===== config.mk =====
export PLATFORM = sky130hd
export DESIGN_NAME = bios_mem_seq_flat
export DESIGN_NICKNAME = d
export VERILOG_FILES = /design/src/rtl/bios_mem_seq_if.sv /design/src/rtl/bios_mem_seq.sv /design/src/flat_wrapper.sv
export SDC_FILE = /design/constraint.sdc
export NUM_CORES = 1
export LEC_CHECK = 0
export BUFFER_PORTS_ARGS = -buffer_cell sky130_fd_sc_hd__buf_2
export CAP_MARGIN = 15
export CELL_PAD_IN_SITES_DETAIL_PLACEMENT = 0
export CELL_PAD_IN_SITES_GLOBAL_PLACEMENT = 1
export CORE_MARGIN = 5
export CORE_UTILIZATION = 39
export CTS_BUF_LIST = sky130_fd_sc_hd__clkbuf_8
export DETAILED_ROUTE_END_ITERATION = 12
export GPL_ROUTABILITY_DRIVEN = 1
export GPL_TIMING_DRIVEN = 1
export PLACE_DENSITY = 0.91
export SLEW_MARGIN = 20
export SYNTH_ARGS = -nofsm -noshare
export SYNTH_HDL_FRONTEND = slang
export SYNTH_SLANG_ARGS = --single-unit

===== constraint.sdc =====
create_clock -name clk -period 3.67 [get_ports clk]
set_clock_uncertainty 0.1 [all_clocks]
set_input_delay 0.367 -clock clk [delete_from_list [all_inputs] [get_ports clk]]
set_output_delay 0.367 -clock clk [all_outputs]
set_load 0.01 [all_outputs]

===== src/rtl/bios_mem_seq_if.sv =====
// Command, byte-stream and RAM-port signals of the boot-monitor memory sequencer.
// slave = the sequencer itself, master = decoder/UART/RAM side.
interface bios_mem_seq_if #(
    parameter int ADDR_W = 32,
    parameter int LEN_W  = 16
);
    logic              cmd_valid;
    logic              cmd_ready;
    logic              cmd_write;
    logic [ADDR_W-1:0] cmd_addr;
    logic [LEN_W-1:0]  cmd_len;

    logic [7:0]        in_data;
    logic              in_valid;
    logic              in_ready;

    logic [7:0]        out_data;
    logic              out_valid;
    logic              out_ready;

    logic              mem_req;
    logic              mem_gnt;
    logic              mem_we;
    logic [ADDR_W-1:0] mem_addr;
    logic [31:0]       mem_wdata;
    logic [3:0]        mem_be;
    logic              mem_rvalid;
    logic [31:0]       mem_rdata;

    logic              busy;
    logic              done;

    modport slave (
        input  cmd_valid, cmd_write, cmd_addr, cmd_len,
        input  in_data, in_valid, out_ready,
        input  mem_gnt, mem_rvalid, mem_rdata,
        output cmd_ready, in_ready, out_data, out_valid,
        output mem_req, mem_we, mem_addr, mem_wdata, mem_be,
        output busy, done
    );

    modport master (
        output cmd_valid, cmd_write, cmd_addr, cmd_len,
        output in_data, in_valid, out_ready,
        output mem_gnt, mem_rvalid, mem_rdata,
        input  cmd_ready, in_ready, out_data, out_valid,
        input  mem_req, mem_we, mem_addr, mem_wdata, mem_be,
        input  busy, done
    );
endinterface


===== src/rtl/bios_mem_seq.sv =====
// Packs UART RX bytes into 32-bit RAM writes and unpacks RAM reads onto UART TX,
// one transfer at a time, for the boot monitor's write/read commands.
module bios_mem_seq #(
    parameter int ADDR_W = 32,
    parameter int LEN_W  = 16
) (
    input  logic               clk,
    input  logic               rst,
    input  logic               clk_en,
    bios_mem_seq_if.slave      bus
);
    typedef enum logic [2:0] {
        IDLE, WR_COLLECT, WR_ISSUE, RD_ISSUE, RD_WAIT, RD_SEND, DONE
    } state_e;

    state_e            state_q, state_d;
    logic [ADDR_W-1:0] addr_q, addr_d;
    logic [LEN_W-1:0]  rem_q, rem_d;
    logic [31:0]       wbuf_q, wbuf_d;
    logic [3:0]        be_q, be_d;

    logic [1:0]        lane;
    logic [ADDR_W-1:0] addr_inc, addr_prev;
    logic              last_byte;
    logic [31:0]       be_mask;

    assign lane      = addr_q[1:0];
    assign addr_inc  = addr_q + ADDR_W'(1);
    // In WR_ISSUE addr already points past the last collected byte.
    assign addr_prev = addr_q - ADDR_W'(1);
    assign last_byte = (rem_q == LEN_W'(1));
    assign be_mask   = {{8{be_q[3]}}, {8{be_q[2]}}, {8{be_q[1]}}, {8{be_q[0]}}};

    always_ff @(posedge clk) begin
        if (rst) begin
            state_q <= IDLE;
            addr_q  <= '0;
            rem_q   <= '0;
            wbuf_q  <= '0;
            be_q    <= '0;
        end else if (clk_en) begin
            state_q <= state_d;
            addr_q  <= addr_d;
            rem_q   <= rem_d;
            wbuf_q  <= wbuf_d;
            be_q    <= be_d;
        end
    end

    always_comb begin
        state_d       = state_q;
        addr_d        = addr_q;
        rem_d         = rem_q;
        wbuf_d        = wbuf_q;
        be_d          = be_q;
        bus.cmd_ready = 1'b0;
        bus.in_ready  = 1'b0;
        bus.out_valid = 1'b0;
        bus.out_data  = 8'h00;
        bus.mem_req   = 1'b0;
        bus.mem_we    = 1'b0;
        bus.mem_addr  = '0;
        bus.mem_wdata = 32'h0;
        bus.mem_be    = 4'h0;
        bus.done      = 1'b0;
        bus.busy      = (state_q != IDLE);

        case (state_q)
            IDLE: begin
                bus.cmd_ready = 1'b1;
                if (bus.cmd_valid) begin
                    addr_d = bus.cmd_addr;
                    rem_d  = bus.cmd_len;
                    be_d   = 4'h0;
                    if (bus.cmd_len == '0)  state_d = DONE;
                    else if (bus.cmd_write) state_d = WR_COLLECT;
                    else                    state_d = RD_ISSUE;
                end
            end
            WR_COLLECT: begin
                bus.in_ready = 1'b1;
                if (bus.in_valid) begin
                    wbuf_d[8*lane +: 8] = bus.in_data;
                    be_d[lane]          = 1'b1;
                    addr_d              = addr_inc;
                    rem_d               = rem_q - LEN_W'(1);
                    if (lane == 2'd3 || last_byte) state_d = WR_ISSUE;
                end
            end
            WR_ISSUE: begin
                bus.mem_req   = 1'b1;
                bus.mem_we    = 1'b1;
                bus.mem_addr  = {addr_prev[ADDR_W-1:2], 2'b00};
                // wbuf may still hold stale read data in lanes not written this word.
                bus.mem_wdata = wbuf_q & be_mask;
                bus.mem_be    = be_q;
                if (bus.mem_gnt) begin
                    be_d    = 4'h0;
                    state_d = (rem_q == '0) ? DONE : WR_COLLECT;
                end
            end
            RD_ISSUE: begin
                bus.mem_req  = 1'b1;
                bus.mem_addr = {addr_q[ADDR_W-1:2], 2'b00};
                if (bus.mem_gnt) state_d = RD_WAIT;
            end
            RD_WAIT: begin
                if (bus.mem_rvalid) begin
                    wbuf_d  = bus.mem_rdata;
                    state_d = RD_SEND;
                end
            end
            RD_SEND: begin
                bus.out_valid = 1'b1;
                bus.out_data  = wbuf_q[8*lane +: 8];
                if (bus.out_ready) begin
                    addr_d = addr_inc;
                    rem_d  = rem_q - LEN_W'(1);
                    if (lane == 2'd3 || last_byte) state_d = last_byte ? DONE : RD_ISSUE;
                end
            end
            DONE: begin
                bus.done = 1'b1;
                state_d  = IDLE;
            end
            default: state_d = IDLE;
        endcase
    end
endmodule


===== src/flat_wrapper.sv =====
// flat-port wrapper written by rule: the top's interface ports become plain ports
module bios_mem_seq_flat 
#(
    parameter int ADDR_W = 32,
    parameter int LEN_W  = 16
)
  (clk, rst, clk_en, bus_cmd_valid, bus_cmd_write, bus_cmd_addr, bus_cmd_len, bus_in_data, bus_in_valid, bus_out_ready, bus_mem_gnt, bus_mem_rvalid, bus_mem_rdata, bus_cmd_ready, bus_in_ready, bus_out_data, bus_out_valid, bus_mem_req, bus_mem_we, bus_mem_addr, bus_mem_wdata, bus_mem_be, bus_busy, bus_done);
  bios_mem_seq_if #(.ADDR_W(ADDR_W), .LEN_W(LEN_W)) bus_i ();
  input  logic clk;
  input  logic rst;
  input  logic clk_en;
  input wire logic [$bits(bus_i.cmd_valid)-1:0] bus_cmd_valid;
  input wire logic [$bits(bus_i.cmd_write)-1:0] bus_cmd_write;
  input wire logic [$bits(bus_i.cmd_addr)-1:0] bus_cmd_addr;
  input wire logic [$bits(bus_i.cmd_len)-1:0] bus_cmd_len;
  input wire logic [$bits(bus_i.in_data)-1:0] bus_in_data;
  input wire logic [$bits(bus_i.in_valid)-1:0] bus_in_valid;
  input wire logic [$bits(bus_i.out_ready)-1:0] bus_out_ready;
  input wire logic [$bits(bus_i.mem_gnt)-1:0] bus_mem_gnt;
  input wire logic [$bits(bus_i.mem_rvalid)-1:0] bus_mem_rvalid;
  input wire logic [$bits(bus_i.mem_rdata)-1:0] bus_mem_rdata;
  output wire logic [$bits(bus_i.cmd_ready)-1:0] bus_cmd_ready;
  output wire logic [$bits(bus_i.in_ready)-1:0] bus_in_ready;
  output wire logic [$bits(bus_i.out_data)-1:0] bus_out_data;
  output wire logic [$bits(bus_i.out_valid)-1:0] bus_out_valid;
  output wire logic [$bits(bus_i.mem_req)-1:0] bus_mem_req;
  output wire logic [$bits(bus_i.mem_we)-1:0] bus_mem_we;
  output wire logic [$bits(bus_i.mem_addr)-1:0] bus_mem_addr;
  output wire logic [$bits(bus_i.mem_wdata)-1:0] bus_mem_wdata;
  output wire logic [$bits(bus_i.mem_be)-1:0] bus_mem_be;
  output wire logic [$bits(bus_i.busy)-1:0] bus_busy;
  output wire logic [$bits(bus_i.done)-1:0] bus_done;
  assign bus_i.cmd_valid = bus_cmd_valid;
  assign bus_i.cmd_write = bus_cmd_write;
  assign bus_i.cmd_addr = bus_cmd_addr;
  assign bus_i.cmd_len = bus_cmd_len;
  assign bus_i.in_data = bus_in_data;
  assign bus_i.in_valid = bus_in_valid;
  assign bus_i.out_ready = bus_out_ready;
  assign bus_i.mem_gnt = bus_mem_gnt;
  assign bus_i.mem_rvalid = bus_mem_rvalid;
  assign bus_i.mem_rdata = bus_mem_rdata;
  assign bus_cmd_ready = bus_i.cmd_ready;
  assign bus_in_ready = bus_i.in_ready;
  assign bus_out_data = bus_i.out_data;
  assign bus_out_valid = bus_i.out_valid;
  assign bus_mem_req = bus_i.mem_req;
  assign bus_mem_we = bus_i.mem_we;
  assign bus_mem_addr = bus_i.mem_addr;
  assign bus_mem_wdata = bus_i.mem_wdata;
  assign bus_mem_be = bus_i.mem_be;
  assign bus_busy = bus_i.busy;
  assign bus_done = bus_i.done;
  bios_mem_seq #(.ADDR_W(ADDR_W), .LEN_W(LEN_W)) u_core (.clk(clk), .rst(rst), .clk_en(clk_en), .bus(bus_i));
endmodule

==> flow_summary.yaml <==
run_status:
  status: "finished, final reports clean"
placement:
  dpl.cell_count: 1178
  dp.final_hpwl_um: 16200
  pre_cts_ws_ps: 661
  port_buffers: 177
  place.gp.congestion: 0.875
  place_area_mm2: 0.00724
grt:
  grt_max_degree: 59
  gr-usage-all-layers_pct: 23.5
  grt_pass1_vias: 6566
  grt_pass1_wl_um: 35100
  antenna_found_initial: 3
  grt_overflow: 0
pwr:
  max-vdd-ir-drop_mv: 0.153
  internal_power_mw: 1.67
  fin_total_pwr_mw: 2.78
  seqPwrFrac_pct: 40.8
  switching_share_pct: 39.8
  p_leak_nw: 3.00
  p_per_area_mw_per_mm2: 374
  combPwrFrac_pct: 35.6
  p_clk_share_pct: 23.6
  p_sw_mw: 1.11
final_layout:
  fin_nets: 1078
  final_util_pct: 47.0
  fin_cells: 1195
  area_delta_synth_final_pct: 18.7
  layout-drive-gt1-share_pct: 24.4
  postLayoutCellArea_mm2: 0.00743
  n_fill_cell: 1615
clock_tree:
  postCtsSetupBuffers: 0
  cts_resized: 0
  clock-sinks: 87
  clk_pin_slew_ps: 100
  clkLatencyLatePin_ps: 370
  cts_buffer_depth: 2
  cts_tree: "yes"
  cts-root-buf: "clkbuf_8"
  htree_levels: 3
  numCtsBuffers: 9
  holdBufCountCts: 0
synth:
  synth_compound_area_share_pct: 25.0
  synth_area_leaders: "dfxtp_1 28%, nor2_1 6.5%, a21oi_1 4.2%, clkbuf_1 4.0%, and2_1 3.5%"
  avgSynthCellArea_um2: 7.37
  synth.most_common_cell: "nor2_1"
  synth_area_leader_cell: "dfxtp_1"
  synth-seq-cells: 87
  synthAdderAreaFrac_pct: 1.60
  synth_top_family_by_area: "simple AND/OR/NAND/NOR gates"
  synthFlopType: "dfxtp_1"
  synthArstFlopShare_pct: 0
  syn_area_mm2: 0.00626
  synth-edff-count: 0
  synth_top_area_share_pct: 27.8
  synth_common_cells: "109 x nor2_1, 87 x dfxtp_1, 66 x clkbuf_1, 54 x nand2_1, 52 x a21oi_1"
  postSynthCellCount: 850
  synth.yosys.seq_area_share_pct: 27.8
  yosys-mux-area-fraction_pct: 3.22
  synthSimpleGateAreaFrac_pct: 31.7
  yosysWarnings: 0
  synth.distinct_cells: 70
  synth-xor-area-share_pct: 4.05
drt:
  detail_route.iter0.violations: 652
  vias: 7173
  antenna_left: 0
  drt_pre_antenna_iters: 5
  drc_errors: 0
  routed_wl_um: 22400
  avgViaCountPerCell: 6.00
  wire_per_inst_um: 18.7
die:
  initial_core_util_pct: 39.6
  rows: 46
  ioPinCount: 180
  coreArea_mm2: 0.0158
  die_area_mm2: 0.0187
  die_x_um: 137
  die_h_um: 137
setup_path:
  start_kind: "flip-flop"
  rr_worst_depth: 6
  r2r_setup_slack_ps: 950
  required_ps: 3200
  path_max_fanout: 11
  critPathKind: "reg -> out"
  r2r_end: "u_core.rem_q[14]"
  arrival_ps: 2800
  crit_path_end_kind: "output port"
  r2r_start: "u_core.rem_q[0]"
min_path:
  hold_start: "bus_mem_rdata[11]"
  min_to: "u_core.wbuf_q[11]"
  min_path_cells: 3
  hold_path.class: "in -> reg"
sta:
  fmax_ghz: 0.306
  min_period_ps: 3270
  maxSlewHeadroom_pct: 42.6
  grt_setup_unrepaired: "false"
  maxSlewViolCount: 0
  finalSetupViolCount: 0
  tns_ps: 0
  fin_hold_ws_ps: 149
  worstMarginPinSlew_ps: 861
  period_share_pct: 89.0
  hold_viol: 0
  fin_ws_ps: 403
flow_run:
  cap_violations: 0
## registers in the layout (all words and copies together), names as in the netlist
register,flops
u_core.addr_q,32
u_core.rem_q,16
u_core.state_q,3
u_core.wbuf_q,32
u_core.be_q,4
## layout by cell type, fill, tap and decap left out, types with 5 or more instances in the layout
| cell | count |
|---|---|
| a211oi_1 | 27 |
| ha_1 | 8 |
| buf_2 | 177 |
| nor3_1 | 34 |
| or4_1 | 7 |
| o31ai_1 | 8 |
| o21ai_0 | 39 |
| and2_1 | 35 |
| a21o_1 | 5 |
| o22ai_1 | 7 |
| a22oi_1 | 20 |
| nand2_1 | 54 |
| nand3_1 | 29 |
| nand4_1 | 22 |
| nor4_1 | 27 |
| mux4_2 | 8 |
| inv_1 | 18 |
| a21oi_1 | 52 |
| nand2b_1 | 6 |
| a31oi_1 | 9 |
| dfxtp_1 | 87 |
| xor2_1 | 9 |
| or3_1 | 8 |
| a221oi_1 | 18 |
| clkbuf_8 | 10 |
| buf_4 | 16 |
| and3_1 | 21 |
| nor2_1 | 109 |
| xnor2_1 | 20 |
## routing by layer
layer	wire (um)	global-route usage (%)
met3	1920	3.75
met4	466	7.28
met5	26	0
met2	10300	37.2
met1	9660	32.7
## power by group through the flow
| stage | clock, mW | sequential (mW) | combinational, mW |
|---|---|---|---|
| 2_1_floorplan | 0 | 1.08 | 0.754 |
| 3_3_place_gp | 0 | 1.15 | 0.970 |
| 3_5_place_dp | 0 | 1.15 | 0.976 |
| 4_1_cts | 0.666 | 1.13 | 0.979 |
| 5_1_grt | 0.705 | 1.15 | 1.09 |
| 6_report | 0.656 | 1.14 | 0.989 |
## how the worst max path moves through the flow
| stage | from | end | cells past startpoint | slack, ps |
|---|---|---|---|---|
| 6_report | u_core.addr_q[2] | bus_mem_addr[13] | 6 | 400 |
| 5_1_grt | u_core.addr_q[16] | bus_mem_addr[29] | 7 | 290 |
| 4_1_cts | u_core.addr_q[2] | bus_mem_addr[14] | 6 | 220 |
| 3_5_place_dp | u_core.addr_q[2] | bus_mem_addr[14] | 6 | 660 |
| 3_3_place_gp | u_core.addr_q[2] | bus_mem_addr[20] | 6 | 630 |
| 2_1_floorplan | u_core.addr_q[3] | bus_mem_addr[13] | 8 | 840 |
## cell families (layout without fill, tap and decap cells)
logic type      Yosys count  after routing
compound gates          231            231
xor+xnor                 29             29
fa+ha+maj                 8              8
buf+inv                 101            228
flops                    87             87
mux                      10             10
other cells               1              3
simple gates            383            383
## cell type report
class | count | area [um^2] | area share (%)
Tap cell | 216 | 270 | 3.64
Antenna cell | 1 | 2.50 | 0.0337
Clock inverter | 6 | 45.0 | 0.606
Inverter | 18 | 67.6 | 0.909
Clock buffer | 10 | 138 | 1.85
Multi-Input combinational cell | 663 | 4140 | 55.7
Timing Repair Buffer | 194 | 1030 | 13.8
Sequential cell | 87 | 1740 | 23.4
## critical path, stage by stage (launching register included)
cell and delay (ps):
dfxtp_1 430, or4_4 620, or3_4 470, or4b_4 530, xor2_1 150, nor2_1 90, buf_2 130
(Power assumes the default switching activity.)
